==> src/rtl/sample_generator.sv <==
// Monte Carlo pi sample generator.
// Issues pseudo-random (x,y) points from two 32-bit Fibonacci LFSRs, one per
// cycle, and classifies each point as inside (hit) or outside (miss) the
// quarter circle of radius 2^COORD_W through a 3-stage square/sum/compare
// pipeline.
//
// Stream semantics: dout_valid is a valid-only strobe with no ready. The
// consumer must take dout on every cycle dout_valid is high; dout is held at 0
// whenever dout_valid is low. busy covers the whole run, from the cycle after
// an accepted start through the cycle carrying the last dout_valid, and falls
// together with the one-cycle done pulse.
module sample_generator #(
    parameter int          COORD_W = 16,
    parameter logic [31:0] SEED_X  = 32'hACE1_2468,
    parameter logic [31:0] SEED_Y  = 32'h1357_BDF0
) (
    input  logic        clk,
    input  logic        reset,
    input  logic        start,
    input  logic [31:0] sample_count,
    input  logic        lfsr_load,
    input  logic [31:0] seed_x,
    input  logic [31:0] seed_y,
    output logic        busy,
    output logic        dout,
    output logic        dout_valid,
    output logic        done,
    output logic [1:0]  o_dbg_state
);

    localparam int SQ_W  = 2 * COORD_W;
    localparam int SUM_W = 2 * COORD_W + 1;

    typedef enum logic [1:0] {
        ST_IDLE  = 2'd0,
        ST_ISSUE = 2'd1,
        ST_DRAIN = 2'd2
    } state_t;

    state_t             r_state;
    logic [31:0]        r_remaining;
    logic [31:0]        r_lfsr_x;
    logic [31:0]        r_lfsr_y;
    logic               r_busy;
    logic               r_done;

    logic [COORD_W-1:0] r_s1_x;
    logic [COORD_W-1:0] r_s1_y;
    logic               r_s1_valid;
    logic [SQ_W-1:0]    r_s2_xx;
    logic [SQ_W-1:0]    r_s2_yy;
    logic               r_s2_valid;
    logic               r_dout;
    logic               r_dout_valid;

    logic               w_issue;
    logic [31:0]        w_lfsr_x_next;
    logic [31:0]        w_lfsr_y_next;
    logic [31:0]        w_seed_x;
    logic [31:0]        w_seed_y;
    logic [SQ_W-1:0]    w_x_ext;
    logic [SQ_W-1:0]    w_y_ext;
    logic [SUM_W-1:0]   w_sum;
    logic               w_pipe_empty;

    // A point is issued on every cycle spent in ISSUE.
    assign w_issue = (r_state == ST_ISSUE);

    // Taps 32,22,2,1: shift left, XOR of bits 31,21,1,0 enters at bit 0.
    assign w_lfsr_x_next = {r_lfsr_x[30:0], r_lfsr_x[31] ^ r_lfsr_x[21] ^ r_lfsr_x[1] ^ r_lfsr_x[0]};
    assign w_lfsr_y_next = {r_lfsr_y[30:0], r_lfsr_y[31] ^ r_lfsr_y[21] ^ r_lfsr_y[1] ^ r_lfsr_y[0]};

    // A zero seed would lock the LFSR, so it falls back to the default seed.
    assign w_seed_x = (seed_x == 32'd0) ? SEED_X : seed_x;
    assign w_seed_y = (seed_y == 32'd0) ? SEED_Y : seed_y;

    // Zero-extend so the products are computed at full 2*COORD_W width.
    assign w_x_ext = {{COORD_W{1'b0}}, r_s1_x};
    assign w_y_ext = {{COORD_W{1'b0}}, r_s1_y};

    // One extra bit keeps the carry; it is set exactly when sum >= 2^(2*COORD_W).
    assign w_sum = {1'b0, r_s2_xx} + {1'b0, r_s2_yy};

    // S3 never needs to be empty for done: done lands the cycle after the last valid.
    assign w_pipe_empty = ~r_s1_valid & ~r_s2_valid;

    // Control FSM: run acceptance, issue counting, drain, done pulse, LFSR state.
    always_ff @(posedge clk) begin
        if (reset) begin
            r_state     <= ST_IDLE;
            r_remaining <= 32'd0;
            r_lfsr_x    <= SEED_X;
            r_lfsr_y    <= SEED_Y;
            r_busy      <= 1'b0;
            r_done      <= 1'b0;
        end else begin
            r_done <= 1'b0;
            case (r_state)
                ST_IDLE: begin
                    if (start) begin
                        r_remaining <= sample_count;
                        r_busy      <= 1'b1;
                        r_state     <= (sample_count != 32'd0) ? ST_ISSUE : ST_DRAIN;
                    end else if (lfsr_load) begin
                        r_lfsr_x <= w_seed_x;
                        r_lfsr_y <= w_seed_y;
                    end
                end
                ST_ISSUE: begin
                    r_lfsr_x    <= w_lfsr_x_next;
                    r_lfsr_y    <= w_lfsr_y_next;
                    r_remaining <= r_remaining - 32'd1;
                    if (r_remaining == 32'd1) begin
                        r_state <= ST_DRAIN;
                    end
                end
                ST_DRAIN: begin
                    if (w_pipe_empty) begin
                        r_done  <= 1'b1;
                        r_busy  <= 1'b0;
                        r_state <= ST_IDLE;
                    end
                end
                default: begin
                    r_state <= ST_IDLE;
                    r_busy  <= 1'b0;
                end
            endcase
        end
    end

    // Three-stage classify pipeline: capture point, square, sum and compare.
    always_ff @(posedge clk) begin
        if (reset) begin
            r_s1_x       <= '0;
            r_s1_y       <= '0;
            r_s1_valid   <= 1'b0;
            r_s2_xx      <= '0;
            r_s2_yy      <= '0;
            r_s2_valid   <= 1'b0;
            r_dout       <= 1'b0;
            r_dout_valid <= 1'b0;
        end else begin
            r_s1_x       <= r_lfsr_x[COORD_W-1:0];
            r_s1_y       <= r_lfsr_y[COORD_W-1:0];
            r_s1_valid   <= w_issue;
            r_s2_xx      <= w_x_ext * w_x_ext;
            r_s2_yy      <= w_y_ext * w_y_ext;
            r_s2_valid   <= r_s1_valid;
            r_dout       <= r_s2_valid & ~w_sum[SUM_W-1];
            r_dout_valid <= r_s2_valid;
        end
    end

    assign busy        = r_busy;
    assign done        = r_done;
    assign dout        = r_dout;
    assign dout_valid  = r_dout_valid;
    assign o_dbg_state = r_state;

endmodule

==> config.mk <==
export PLATFORM = sky130hd
export DESIGN_NAME = sample_generator
export DESIGN_NICKNAME = d
export VERILOG_FILES = /design/src/rtl/sample_generator.sv
export SDC_FILE = /design/constraint.sdc
export NUM_CORES = 1
export LEC_CHECK = 0
export BUFFER_PORTS_ARGS = -buffer_cell sky130_fd_sc_hd__buf_2
export CAP_MARGIN = 20
export CORE_MARGIN = 3
export CORE_UTILIZATION = 55
export DETAILED_ROUTE_END_ITERATION = 10
export PLACE_DENSITY = 0.75
export SYNTH_ARGS = -nofsm -noshare
export SYNTH_HDL_FRONTEND = slang
export SYNTH_SLANG_ARGS = --single-unit
==> constraint.sdc <==
create_clock -name clk -period 8.3 [get_ports clk]
set_clock_uncertainty 0.15 [all_clocks]
set_input_delay 1.66 -clock clk [delete_from_list [all_inputs] [get_ports clk]]
set_output_delay 1.66 -clock clk [all_outputs]
set_load 0.05 [all_outputs]
* Word level (Yosys, flattened, before mapping) *
Cells that the tools add are included.

operators by class
  add/subtract/negate cells = 2
  multiply operators = 2
  divide/modulo/power cells = 0
  $lt $le $gt $ge = 0
  equality and inequality tests = 8
  shift-type cells = 0
  mux-type cells = 19
  bitwise gates (word level) = 13
  reduce and logical (&&, ||, !) cells = 10

operator list
  cell                     number
  $mux W32                 7
  $pmux W32 S2             3
  $logic_not A32 Y1        2
  $mul A16 B16 Y32         2
  $add A32 B32 Y33         1
  $eq A32 B1 Y1 const B    1
  $reduce_bool A32 Y1      1
  $sub A32 B1 Y32 const B  1
  $reduce_and A3 Y1        3
  $mux W2                  4
  $ne A2 B2 Y1 const B     4
  $pmux W2 S3              1
  $xor A1 B1 Y1            6
  $not A1 Y1               5
  $mux W1                  3
  $pmux W1 S3              1
  $and A1 B1 Y1            2
  $eq A2 B1 Y1 const B     1
  $eq A2 B2 Y1 const B     1
  $logic_not A2 Y1         1
  $ne A2 B1 Y1 const B     1
  $reduce_and A2 Y1        1
  $reduce_bool A2 Y1       1
  $reduce_or A2 Y1         1

storage, ports and cells
  register bits after elaboration = 200
  latch bits = 0
  RAM bits = 0
  ROM bits = 0
  bits of input ports = 100
  logic and storage cells = 68
  memories kept = 0

* Logic depth before layout (Yosys ltp) *
  depth after elaboration = 5
  gate-level depth with buffers = 23
  depth with buffers taken out = 22

* Worst setup path after synthesis *
No wires, ideal clock.

  kind = flip-flop to flip-flop
  start = register r_s1_x[8]
  end = register r_s2_xx[28]
  setup time = 121 ps
  arrival = 5836 ps
  path slack = 2193 ps
  cell stages (with the launch flop) = 24
  buffers on the path = 1
  period minus slack after synthesis = 6107 ps
  cell sequence = dfxtp_1 -> clkbuf_1 -> nand2_1 -> inv_1 -> fa_1 -> inv_1 -> fa_1 -> inv_1 -> fa_1 -> inv_1 -> fa_1 -> inv_1 -> fa_1 -> inv_1 -> fa_1 -> inv_1 -> ha_1 -> a21o_1 -> a21oi_1 -> a21boi_0 -> a311oi_2 -> o32ai_1 -> o41ai_1 -> mux2_2

between the ends
  longest elaborated chain between the ends = 1

RTL lines
  element                 RTL line  text
  from (decl)             47        logic [COORD_W-1:0] r_s1_x;
  from (signal assigned)  144       r_s1_x <= r_lfsr_x[COORD_W-1:0];
  $mul A16 B16 Y32        147       r_s2_xx <= w_x_ext * w_x_ext;
  to (signal assigned)    147
  to (decl)               50        logic [SQ_W-1:0] r_s2_xx;

Every way passes these cells.
A chain may end at the register's enable or synchronous reset.

* Final worst setup path *
  start = register r_s1_x[4]
  end = register r_s2_xx[29]

The elaborated chain is that of the path after synthesis.

==> impl_results.md <==
* Power Density at 228 mW/mm^2
* Run status: finished, final reports clean
* Clk slew on worst S/H paths at 0.08 ns
* Layout fillers at 3501
* Register area share after synthesis at 17.2%
* Port bufs at 105
* Die span in x at 210 um
* TritonCTS clock tree: done
* Max Cap Viol at 0
* Row count at 73
* P&R area growth vs syn at 6.36%
* H-tree depth at 4
* CP Data Required Time at 8.48 ns
* Register-to-Register Path Depth at 18
* Root Buffer: clkbuf_16
* Final Hold Viols at 0
* Setup TNS at 0 ns
* Maximum VDD drop at 0.000200 V
* Storage element area at 0.00392 sq mm
* Final Setup Violations at 0
* Detailed Routing Iterations Pass 1 at 6
* Worst-margin pin slew at 1.05 ns
* Hold slack at 0.324 ns
* Cell variety after synth at 70
* ANT nets after route at 0
* Hold_buf cts at 0
* Fmax at 0.148 GHz
* Routed wire length per instance at 16.8 um
* Die area at 0.0439 sq mm
* Initial core utilization at 56.5%
* Number of clock buffers inserted by TritonCTS at 17
* Reg-to-Reg End: r_s2_xx[29]$_SDFF_PP0_
* FF-to-FF Start: r_s1_x[4]$_SDFF_PP0_
* Core area at 0.0404 sq mm
* Dpl hpwl at 42.4 mm
* Die Height at 210 um
* Post-Layout Cell Count at 3173
* DRT Wirelength at 53.3 mm
* Slowest Stage Delay on Critical Path at 0.84 ns
* Post-synth EDFFs at 0
* Netlist Area Pre-Place at 0.0228 sq mm
* Max_slew headroom at 29.8%
* # resized after CTS at 0
* First-pass GRT wire length at 90.0 mm
* Placed cells at 3141
* Share of cells above drive strength 1 at 6.95%
* Drt initial violations at 1179
* Net count, final at 3297
* CP endpoint: r_s2_xx[29]$_SDFF_PP0_
* Post-CTS Setup Inserts at 0
* Worst setup SP type: flip-flop
* Multi-input gate area at 0.0166 sq mm
* Slowest cell on the critical path: dfxtp_1
* Synth warn at 0
* CP endpoint kind: flip-flop
* Unrepaired setup endpoints after global routing: no
* Bufs on Longest Clock Path at 2
* GPL Wtd Cong at 0.946
* Leakage at 12.8 nW
* Max Slew Vio Count at 0
* Hold path start: r_s1_valid$_SDFF_PP0_
* #FFs+latches synth at 196
* Worst hold path type: flip-flop to flip-flop
* Setup slack, reg-to-reg at 1.54 ns
* Via-to-Cell Ratio at 5.62
* Final period util at 81.5%
* DRC at 0
* Vias post-DR at 17800
* Worst EP arrival at 6.94 ns
* Most used cell, CP: fa_1
* Ant. Diodes at 0
* Synth Flop Type: dfxtp_1
* Post-Syn Area per Cell at 8.74 sq um
* Syn Inst Count at 2609
* Largest net degree at the start of global routing at 136
* Clock Latency Late Sink at 0.44 ns
* WHS Path Cells at 1
* Syn Nets at 3270
* Crit Path Class: flip-flop to flip-flop
* Clock sinks at 196
* Critical path origin: r_s1_x[4]$_SDFF_PP0_
* Remaining global-route overflow at 0
* Io pins at 106
* Min Tclk post-route at 6.76 ns
* Vias in the first global route at 18600
* Initial antenna violation count at 0
* Crit path cell chain: nand2_1, fa_1, inv_1, fa_1, ha_1, inv_1, fa_1, fa_1, inv_1, fa_1, ha_1, and3_1, a221oi_1, o211a_1, o31a_1, o21ai_0, a211oi_1, mux2_2
* Async set-or-reset flop fraction in the synthesized netlist at 0%
* Crit Path Max Fanout at 18
* GR Util All Layers at 24.7%
-- flip-flops by register name, indices dropped and copies added, names as in the netlist --
name / count
o_dbg_state: 2
dout: 1
r_remaining: 32
r_s1_y: 16
r_s2_valid: 1
done: 1
r_lfsr_x: 32
busy: 1
dout_valid: 1
r_s2_xx: 30
r_s2_yy: 30
r_s1_valid: 1
r_lfsr_y: 32
r_s1_x: 16
-- layer usage --
metal / vias to the layer above / global-route usage, % / part of all wire (%)
met5: - / 0 / 0
met4: 0 / 6.67 / 2.1
met3: 88 / 2.94 / 6.3
met2: 571 / 42.8 / 50
met1: 8730 / 33.1 / 42
li1: 8450 / - / -
-- layout by cell type, fill, tap and decap left out, types with 15 or more instances in the layout --
cell,synthesis,final
buf_2,1,104
nand3_1,29,29
nor3_1,31,31
clkbuf_16,0,17
and3_1,15,15
a21o_1,50,50
inv_1,513,513
nand4_1,22,22
fa_1,324,324
a21oi_1,88,88
o21bai_1,40,39
a222oi_1,24,24
nor2b_1,62,61
dfxtp_1,196,196
nand2_1,217,217
ha_1,237,237
and2_1,80,80
o22ai_1,44,44
xor2_1,26,26
nor4_1,31,31
nor2_1,207,207
a31oi_1,16,16
a211oi_1,18,18
xnor2_1,45,45
o21ai_0,48,48
-- where the power goes --
part / switching, mW / total, mW / leakage (nW) / internal [mW]
clock: 0.381 / 0.831 / 0.285 / 0.450
sequential: 0.162 / 1.27 / 1.62 / 1.11
combinational: 2.04 / 3.42 / 10.9 / 1.38
-- Yosys cell counts, types with 3 or more instances --
| library cell | instances | area share, % |
|---|---|---|
| nand3_1 | 29 | 0.64 |
| o31ai_1 | 5 | 0.16 |
| nor2_1 | 207 | 3.4 |
| o21a_1 | 9 | 0.30 |
| a222oi_1 | 24 | 1.1 |
| a21oi_1 | 88 | 1.9 |
| buf_1 | 7 | 0.12 |
| a311oi_1 | 10 | 0.38 |
| nand2_1 | 217 | 3.6 |
| nor3_1 | 31 | 0.68 |
| mux2_2 | 13 | 0.64 |
| nand2b_1 | 11 | 0.30 |
| nor4_1 | 31 | 0.85 |
| a41oi_1 | 3 | 0.12 |
| dfxtp_1 | 196 | 17 |
| and3_1 | 15 | 0.41 |
| xnor2_1 | 45 | 1.7 |
| o22ai_1 | 44 | 1.2 |
| o21ai_0 | 48 | 1.1 |
| o211ai_1 | 9 | 0.30 |
| xor2_1 | 26 | 1.0 |
| and4_1 | 4 | 0.15 |
| clkbuf_1 | 99 | 1.6 |
| and2_1 | 80 | 2.2 |
| o31a_1 | 3 | 0.12 |
| or2_2 | 10 | 0.27 |
| a211oi_1 | 18 | 0.59 |
| a31o_2 | 6 | 0.23 |
| inv_1 | 513 | 8.4 |
| nand3b_1 | 3 | 0.099 |
| a31oi_1 | 16 | 0.44 |
| a21o_1 | 50 | 1.6 |
| or3_1 | 5 | 0.14 |
| o21bai_1 | 40 | 1.3 |
| ha_1 | 237 | 13 |
| nor2b_1 | 62 | 1.7 |
| fa_1 | 324 | 28 |
| a221oi_1 | 6 | 0.23 |
| nor3b_1 | 6 | 0.20 |
| nand4_1 | 22 | 0.60 |
-- cell families after synthesis --
logic type / Yosys count / synth area share (%)
buf+inv: 621 / 10.2
mux: 13 / 0.642
compound gates: 403 / 12.0
simple gates: 744 / 15.7
xor+xnor: 71 / 2.73
fa+ha+maj: 561 / 41.4
flops: 196 / 17.2
-- layout make-up --
class                   instances  area share, %
clock buffers                  19           1.78
clock inverters                12          0.588
inverters                     514           7.95
multi-input cells            1792           68.3
flip-flops and latches        196           16.2
well taps                     525           2.71
repair buffers                115           2.50
-- stage by stage --
stage          utilization (%)  setup slack (ns)  total power [mW]  instance area [sq um]
6_report                  60.1              1.54              5.53                  24300
3_5_place_dp              58.6              1.63              4.70                  23700
4_1_cts                   60.1              1.65              5.56                  24200
3_3_place_gp              58.6              1.77              4.62                  23700
5_1_grt                   60.1              1.24              6.10                  24300
2_1_floorplan                -              2.19              3.85                  22800
-- critical path: cells and delay by family (launching register included) --
kind | cells | cell delay [ns]
buffers and inverters | 3 | 0.19
muxes | 1 | 0.37
and+or+nand+nor | 2 | 0.39
AOI/OAI and AO/OA | 5 | 1.58
adders and majority gates | 7 | 3.12
DFF | 1 | 0.84
-- worst min path at each step --
stage                                           end  slack [ns]
after floorplan               r_s2_valid$_SDFF_PP0_        0.30
after global placement    r_lfsr_x[30]$_SDFFE_PP0P_        0.31
after detailed placement  r_lfsr_y[30]$_SDFFE_PP0P_        0.32
after CTS                     r_s2_valid$_SDFF_PP0_        0.33
after global routing          r_s2_valid$_SDFF_PP0_        0.34
final                         r_s2_valid$_SDFF_PP0_        0.32
Power figures use the tool's default switching activity.
